`config.mk`:
```
export PLATFORM = sky130hd
export DESIGN_NAME = seq_pattern_detector
export DESIGN_NICKNAME = d
export VERILOG_FILES = /design/src/rtl/seq_pattern_detector.sv
export SDC_FILE = /design/constraint.sdc
export NUM_CORES = 1
export LEC_CHECK = 0
export ABC_AREA = 1
export CAP_MARGIN = 5
export CORE_MARGIN = 3
export CORE_UTILIZATION = 30
export DETAILED_ROUTE_END_ITERATION = 8
export GPL_ROUTABILITY_DRIVEN = 0
export GPL_TIMING_DRIVEN = 1
export HOLD_SLACK_MARGIN = 0.06
export PLACE_DENSITY = 0.46
export RECOVER_POWER = 100
export SLEW_MARGIN = 15
export SYNTH_ARGS = -nofsm -noshare
export SYNTH_HDL_FRONTEND = slang
export SYNTH_SLANG_ARGS = --single-unit
```
`constraint.sdc`:
```
create_clock -name clk -period 2 [get_ports clk]
set_input_delay 0.4 -clock clk [delete_from_list [all_inputs] [get_ports clk]]
set_output_delay 0.4 -clock clk [all_outputs]
set_load 0.005 [all_outputs]
```
`src/rtl/seq_pattern_detector.sv`:
```
// -----------------------------------------------------------------------------
// seq_pattern_detector
//   Serial bit-pattern detector with a registered Moore match flag. A PAT_W-bit
//   history shift register (newest bit at the LSB) is compared against a
//   runtime-loadable pattern register. A fill counter ensures that a match
//   needs PAT_W accepted bits since reset or since the last flush. Each new
//   match increments a saturating counter.
//
//   Optional build macro: SEQDET_MASK_EN
//     When it is defined, the block gets a `mask` input that is loaded with
//     pat_load. A mask bit of 0 makes that pattern position don't-care.
//
// Parameters
//   PAT_W   pattern length in bits (2..16)
//   PAT_RST pattern register value after reset (MSB = oldest bit)
//   CNT_W   match counter width
//
// Ports
//   clk         rising-edge clock
//   areset_n    asynchronous active-low reset
//   in_valid    qualifies `in`
//   in          serial data bit
//   overlap     1 = overlapping matches; 0 = restart window after a match
//   pat_load    load `pattern` (and `mask`) and flush the history
//   pattern     new pattern value
//   mask        (SEQDET_MASK_EN only) compare mask, 1 = bit must match
//   cnt_clr     synchronous clear of match_count
//   out         registered match flag
//   match_count saturating match counter
//   cnt_sat     match_count is all ones
// -----------------------------------------------------------------------------
module seq_pattern_detector #(
  parameter int               PAT_W   = 3,
  parameter logic [PAT_W-1:0] PAT_RST = 3'b101,
  parameter int               CNT_W   = 8
) (
  input  logic             clk,
  input  logic             areset_n,
  input  logic             in_valid,
  input  logic             in,
  input  logic             overlap,
  input  logic             pat_load,
  input  logic [PAT_W-1:0] pattern,
`ifdef SEQDET_MASK_EN
  input  logic [PAT_W-1:0] mask,
`endif
  input  logic             cnt_clr,
  output logic             out,
  output logic [CNT_W-1:0] match_count,
  output logic             cnt_sat
);

  localparam int               FILL_W    = $clog2(PAT_W + 1);
  localparam logic [FILL_W-1:0] FILL_FULL = FILL_W'(PAT_W);
  localparam logic [CNT_W-1:0]  CNT_MAX   = '1;

  logic [PAT_W-1:0]  pat_q,  pat_d;
  logic [PAT_W-1:0]  hist_q, hist_d;
  logic [FILL_W-1:0] fill_q, fill_d;
  logic              out_q,  out_d;
  logic [CNT_W-1:0]  cnt_q,  cnt_d;
  logic              sat_q,  sat_d;
  logic              accept;
  logic              hit;

`ifdef SEQDET_MASK_EN
  logic [PAT_W-1:0]  mask_q, mask_d;
`endif

  always_comb begin
    pat_d  = pat_q;
    hist_d = hist_q;
    fill_d = fill_q;
    accept = 1'b0;
`ifdef SEQDET_MASK_EN
    mask_d = mask_q;
`endif

    if (pat_load) begin
      // Loading takes priority; any bit offered this cycle is dropped.
      pat_d  = pattern;
      hist_d = '0;
      fill_d = '0;
`ifdef SEQDET_MASK_EN
      mask_d = mask;
`endif
    end else if (in_valid) begin
      accept = 1'b1;
      hist_d = {hist_q[PAT_W-2:0], in};
      if (!overlap && out_q) begin
        // Non-overlapping: the bits of the previous match are not reused,
        // so the incoming bit is the first of a fresh window.
        fill_d = FILL_W'(1);
      end else if (fill_q != FILL_FULL) begin
        fill_d = fill_q + FILL_W'(1);
      end
    end

    // The flag is evaluated on next-state values so that it is high in the
    // cycle right after the completing bit and is purely registered.
`ifdef SEQDET_MASK_EN
    hit = ((hist_d ^ pat_d) & mask_d) == '0;
`else
    hit = (hist_d == pat_d);
`endif
    out_d = (fill_d == FILL_FULL) && hit;

    // Only a freshly accepted bit may count; a held flag does not re-count.
    if (cnt_clr) begin
      cnt_d = '0;
    end else if (accept && out_d && (cnt_q != CNT_MAX)) begin
      cnt_d = cnt_q + CNT_W'(1);
    end else begin
      cnt_d = cnt_q;
    end
    sat_d = (cnt_d == CNT_MAX);
  end

  always_ff @(posedge clk or negedge areset_n) begin
    if (!areset_n) begin
      pat_q  <= PAT_RST;
      hist_q <= '0;
      fill_q <= '0;
      out_q  <= 1'b0;
      cnt_q  <= '0;
      sat_q  <= 1'b0;
    end else begin
      pat_q  <= pat_d;
      hist_q <= hist_d;
      fill_q <= fill_d;
      out_q  <= out_d;
      cnt_q  <= cnt_d;
      sat_q  <= sat_d;
    end
  end

`ifdef SEQDET_MASK_EN
  always_ff @(posedge clk or negedge areset_n) begin
    if (!areset_n) begin
      mask_q <= '1;
    end else begin
      mask_q <= mask_d;
    end
  end
`endif

  assign out         = out_q;
  assign match_count = cnt_q;
  assign cnt_sat     = sat_q;

endmodule

```
==> impl_metrics.json, run 1 <==
{
  "p_int_uw": 602,
  "via_per_inst": 4.39,
  "p_total_uw": 797,
  "synth_area_leaders": "dfrtp_1, nand2_1, inv_1",
  "r2r_slack_ns": 0.20,
  "first_iter_violations": 52,
  "r2r-end": "cnt_sat$_DFF_PN0_",
  "final_net_count": 217,
  "clock-root-buffer": "clkbuf_8",
  "synthCells": 166,
  "worstHoldEndpoint": "pat_q[2]$_DFF_PN1_",
  "overflow": 0,
  "crit_family": "simple AND/OR/NAND/NOR gates",
  "io_pins": 20,
  "synth_warnings": 0,
  "hold_violations": 0,
  "area_growth_syn_to_layout_pct": 36.5,
  "crit_path_max_incr_delay_ns": 0.45,
  "ys_ff_latch": 18,
  "power_frac_clock_pct": 37.5,
  "core_um2": 3520,
  "synth.avg_cell_area_um2": 6.96,
  "clk_pin_slew_worst_paths_ns": 0.07,
  "status": "complete, no violations",
  "endpoint_kind": "flip-flop",
  "synth_mux_area_share_pct": 0,
  "criticalPathCategory": "in2reg",
  "ys_types": 24,
  "p_seq_share_pct": 47.8,
  "setup_viol": 0,
  "syn_area_um2": 1160,
  "power.leakage_nw": 0.885,
  "clockBufferDepth": 2,
  "cts_setup_buffers": 0,
  "n_antenna_cell": 0,
  "wirelength_mm": 2.62,
  "start_util_pct": 32.8,
  "ys_seq_area_share_pct": 39.2,
  "grt_max_degree": 19,
  "htreeDepth": 1,
  "grt_use_total_pct": 12.8,
  "drv_cap": 0,
  "grt_pass1_vias": 1042,
  "crit_chain": "clkdlybuf4s50_1, inv_1, nand3_1, inv_1, nor2_2, nand2_1, nor2_4, nand4_2, nand2_1, nand3_1, nor2_2, nand2_1, nor2_2",
  "r2r-start": "match_count[0]$_DFF_PN0_",
  "cts_buffers": 3,
  "die_area_um2": 4630,
  "syn_nets": 177,
  "synth-compound-area-share_pct": 2.81,
  "clock_latency_ns": 0.25,
  "rsz0062_at_grt": "no",
  "yosysTopAreaCell": "dfrtp_1",
  "rows": 21,
  "fmaxAchievable_ghz": 0.545,
  "power_density_nw_per_um2": 505,
  "die_h_um": 68.1,
  "num_vias": 1102,
  "antenna_found_initial": 0,
  "slew_violations": 0,
  "io_buffers": 19,
  "crit_fanout": 4,
  "yosys.area_share.adder_pct": 1.08,
  "crit_path_top_delay_cell": "clkdlybuf4s50_1",
  "synth_xor_area_share_pct": 1.52,
  "post-place-ws_ns": -0.458,
  "min_path_cells": 2,
  "fillCellCount": 363,
  "required_ns": 2.19,
  "grt_pass1_wl_mm": 4.42,
  "drt_pre_antenna_iters": 4,
  "routedWlPerCell_um": 10.4,
  "cts_tree": "done",
  "place_hpwl_mm": 2.11,
  "p_sw_share_pct": 24.4,
  "peakVddDrop_uv": 326,
  "fin_crit_ns": 1.84,
  "reg2regPathDepth": 12,
  "crit_path_start_kind": "input pin",
  "cts_num_sinks": 18,
  "postRouteAntennaNets": 0,
  "yosys.area_share.simple_pct": 40.8,
  "share_comb_of_total_power_pct": 14.7,
  "synth_top_family_by_area": "simple AND/OR/NAND/NOR gates",
  "layout-drive-gt1-share_pct": 22.0,
  "path_buf_inv": 3,
  "fin_ws_ns": 0.165,
  "die_x_um": 68.1,
  "synth_top_area_share_pct": 34.6,
  "period_share_pct": 91.8,
  "switchingPower_uw": 195,
  "drc": 0,
  "hp-start": "pat_q[2]$_DFF_PN1_",
  "worst_pin_slew_ns": 1.01,
  "skew_ns": 0.00324,
  "relSlewSlack_pct": 32.8,
  "hp-class": "reg2reg",
  "worstPathArrival_ns": 2.03
}
per-stage QoR:
step	hold WS [ns]	std cells	instance area, µm²	util, %	setup TNS (ns)
final	0.512	251	1580	44.8	0
after global routing	0.550	251	1580	44.8	0
after CTS	0.488	251	1570	44.7	0
after detailed placement	0.579	247	1520	43.1	-2.57
after global placement	0.586	247	1520	43.1	-2.69
after floorplan	0.104	166	1160	-	0
worst register-to-register path, cell delays in order, from the launching register on:
cell,delay (ns)
dfrtp_1,0.42
ha_1,0.24
nand2_1,0.13
nor2_1,0.05
nand4_1,0.12
nand2_1,0.12
nor2_1,0.16
nand3_1,0.10
nand2_1,0.06
nand2_1,0.06
nor2_1,0.12
nand2_1,0.07
nor2_2,0.09
cells in the mapped netlist, drive strengths merged:
cell type,count
nand4,12
nand2,52
a21oi,2
xor2,1
nor3,2
nand3,16
ha,1
xnor2,1
inv,37
buf,2
clkbuf,1
nor2,18
dfrtp,16
dfstp,2
o21ai,3
cell families after synthesis:
group	Yosys count
compound gates	5
xor+xnor	2
fa+ha+maj	1
buf+inv	40
flops	18
simple gates	100
cells in the final DEF, fill, tap and decap left out, types with 2 or more instances in the layout:
cell type,instances
inv_2,2
nand2_1,49
clkbuf_8,4
nand2_2,3
nor2_4,2
buf_4,15
nand3_1,14
nor3_1,2
nor2_2,6
clkbuf_4,3
o21ai_2,2
nor2_1,10
dfstp_2,2
nand3_2,2
dfrtp_1,16
nand4_1,11
inv_1,34
dlygate4sd3_1,11
clkdlybuf4s50_1,6
worst max-delay path by stage:
| stage | start | to | slack, ns | depth (start not counted) |
|---|---|---|---|---|
| floorplan | pat_q[2]$_DFF_PN1_ | cnt_sat$_DFF_PN0_ | 0.33 | 13 |
| global placement | in_valid | cnt_sat$_DFF_PN0_ | -0.45 | 13 |
| detailed placement | in_valid | cnt_sat$_DFF_PN0_ | -0.46 | 14 |
| CTS | pat_q[2]$_DFF_PN1_ | cnt_sat$_DFF_PN0_ | 0.05 | 13 |
| global route | in | cnt_sat$_DFF_PN0_ | 0.002 | 16 |
| finish | overlap | cnt_sat$_DFF_PN0_ | 0.16 | 13 |
layer usage:
layer  wire length, µm  GRT usage (%)  part of all wire [%]  vias to the layer above
met5                 0              0                     0                        -
met4                44           6.20                   1.7                        0
met3               127           2.63                   4.8                        5
met2              1260           21.9                    48                       20
met1              1200           15.2                    46                      488
li1                  -              -                     -                      589
sequential cells by signal, summed over array words and instances, names as in the netlist:
register	count
out	1
hist_q	3
fill_q	2
pat_q	3
match_count	8
cnt_sat	1
power groups by stage:
stage                     logic [mW]  clock network, mW  registers (mW)
after floorplan               0.0605                  0           0.387
after global placement         0.118                  0           0.388
after detailed placement       0.118                  0           0.388
after CTS                      0.119              0.312           0.381
after global routing           0.133              0.332           0.382
final                          0.117              0.299           0.381
cell type report:
cell class	count	area (µm²)	share of cell area (%)
Tap cell	46	57.6	3.65
Sequential cell	18	453	28.7
Multi-Input combinational cell	108	548	34.7
Clock buffer	4	55.1	3.49
Timing Repair Buffer	38	323	20.5
Inverter	37	141	8.96
timing repair:
| item | CTS | global route |
|---|---|---|
| resized for setup | 4 | 6 |
| hold buffers | 0 | 0 |
| setup endpoints to repair | 4 | 6 |
| pin swaps | 0 | 0 |
Power figures use the tool's default switching activity.
==> run 2, diff against run 1 <==
MAX_ROUTING_LAYER = met4   (was unset)
==> run 2 against run 1 <==
First-iteration DRC count is 1.9% lower. Power hardly changed. Critical endpoint unchanged. Hold slack stayed put. Largest cell class unchanged. Final area stayed put. Count of clock-buffer cells in the layout stayed put. Maximum frequency hardly changed.
==> impl_metrics.json, run 2 (same netlist as run 1, synthesis figures left out) <==
{
  "hold_violations": 0,
  "drc": 0,
  "clock-root-buffer": "clkbuf_8",
  "fin_setup_tns_ns": 0,
  "first_iter_violations": 51,
  "clock_latency_ns": 0.25,
  "hp-class": "reg2reg",
  "status": "complete, no violations",
  "dpl.cell_count": 247,
  "final_common_cell": "nand2_1",
  "grt_max_degree": 19,
  "area_growth_syn_to_layout_pct": 36.5,
  "final_cell_mix": "nand2_1, inv_1, dfrtp_1, buf_4, nand3_1",
  "crit_path_start_kind": "input pin",
  "crit_path_top_delay_cell": "clkdlybuf4s50_1",
  "endpoint_kind": "flip-flop",
  "crit_start": "overlap",
  "worst_pin_slew_ns": 1.01,
  "fmaxAchievable_ghz": 0.545,
  "crit_path_max_incr_delay_ns": 0.45,
  "io_pins": 20,
  "n_antenna_cell": 0,
  "criticalPathCategory": "in2reg",
  "slew_violations": 0,
  "post-place-ws_ns": -0.458,
  "crit_fanout": 4,
  "place_hpwl_mm": 2.11,
  "num_vias": 1102,
  "fin_cells": 251,
  "cts_tree": "done",
  "path_buf_inv": 3,
  "final_net_count": 217,
  "wirelength_mm": 2.62,
  "skew_ns": 0.00323,
  "crit_family": "simple AND/OR/NAND/NOR gates",
  "layout-drive-gt1-share_pct": 22.0,
  "rows": 21,
  "die_h_um": 68.1,
  "cts_num_sinks": 18,
  "worstPathArrival_ns": 2.03,
  "grt_pass1_vias": 1043,
  "period_share_pct": 91.7,
  "relSlewSlack_pct": 32.7,
  "grt_pass1_wl_mm": 4.42,
  "hp-start": "pat_q[2]$_DFF_PN1_",
  "rsz0062_at_grt": "no",
  "crit_chain": "clkdlybuf4s50_1, inv_1, nand3_1, inv_1, nor2_2, nand2_1, nor2_4, nand4_2, nand2_1, nand3_1, nor2_2, nand2_1, nor2_2",
  "drv_cap": 0,
  "core_um2": 3520,
  "start_util_pct": 32.8,
  "clockBufferDepth": 2,
  "setup_viol": 0,
  "power_density_nw_per_um2": 505,
  "overflow": 0,
  "r2r_slack_ns": 0.20,
  "grt_use_total_pct": 13.2,
  "r2r-start": "match_count[0]$_DFF_PN0_",
  "power.leakage_nw": 0.885,
  "die_x_um": 68.1,
  "cts_setup_buffers": 0,
  "required_ns": 2.19,
  "largest_register_ffs": 8,
  "peakVddDrop_uv": 326,
  "drt_pre_antenna_iters": 4,
  "io_buffers": 19,
  "via_per_inst": 4.39,
  "clk_pin_slew_worst_paths_ns": 0.07,
  "postRouteAntennaNets": 0,
  "fin_ws_ns": 0.165,
  "die_area_um2": 4630,
  "cts_buffers": 3,
  "fin_crit_ns": 1.83,
  "htreeDepth": 1,
  "routedWlPerCell_um": 10.4,
  "fillCellCount": 363,
  "antenna_found_initial": 0
}
-- run 2: worst paths after layout --
kind,endpoint,cells after the start
setup / recovery,cnt_sat$_DFF_PN0_,13
hold / removal,pat_q[2]$_DFF_PN1_,2
setup reg to reg,cnt_sat$_DFF_PN0_,12
hold reg to reg,pat_q[2]$_DFF_PN1_,2
max in group asynchronous,hist_q[1]$_DFF_PN0_,2
min in group asynchronous,pat_q[1]$_DFF_PN0_,2
-- run 2: cell type report --
type / instances / area [µm²] / share of cell area [%]
multi-input cells: 108 / 548 / 34.7
flip-flops and latches: 18 / 453 / 28.7
repair buffers: 38 / 323 / 20.5
inverters: 37 / 141 / 8.96
well taps: 46 / 57.6 / 3.65
clock buffers: 4 / 55.1 / 3.49
-- run 2: per-stage QoR --
step	cell area, µm²	hold WS, ns	power (mW)	util, %
floorplan	1160	0.104	0.447	-
global placement	1520	0.586	0.506	43.1
detailed placement	1520	0.579	0.505	43.1
CTS	1570	0.488	0.811	44.7
global route	1580	0.550	0.846	44.8
finish	1580	0.512	0.797	44.8
-- run 2: timing repair --
| action | 4_1_cts | 5_1_grt |
|---|---|---|
| hold buffers | 0 | 0 |
| gates resized for setup | 4 | 6 |
| endpoints found under the setup margin | 4 | 6 |
| pin swaps | 0 | 0 |
-- run 2: power breakdown --
group / total (mW) / switching [mW] / internal (mW)
clock network: 0.299 / 0.124 / 0.175
logic: 0.117 / 0.0671 / 0.0503
registers: 0.381 / 0.00376 / 0.377
-- run 2: worst register-to-register path, stage by stage, from the launching register on --
cell     delay (ns)
dfrtp_1        0.42
ha_1           0.24
nand2_1        0.13
nor2_1         0.05
nand4_1        0.12
nand2_1        0.12
nor2_1         0.16
nand3_1        0.10
nand2_1        0.06
nand2_1        0.06
nor2_1         0.12
nand2_1        0.07
nor2_2         0.09
-- run 2: metal layers --
| metal | GRT usage, % | up-vias | wire length, µm |
|---|---|---|---|
| met5 | - | - | 0 |
| li1 | - | 589 | - |
| met1 | 15.4 | 488 | 1210 |
| met4 | 6.20 | 0 | 44 |
| met2 | 21.9 | 20 | 1260 |
| met3 | 2.30 | 5 | 109 |
==> run 3, diff against run 2 <==
GPL_ROUTABILITY_DRIVEN = unset   (was 0)
==> results of run 3 <==
Same layout as run 2: the final DEF is identical, and so are final timing and power.
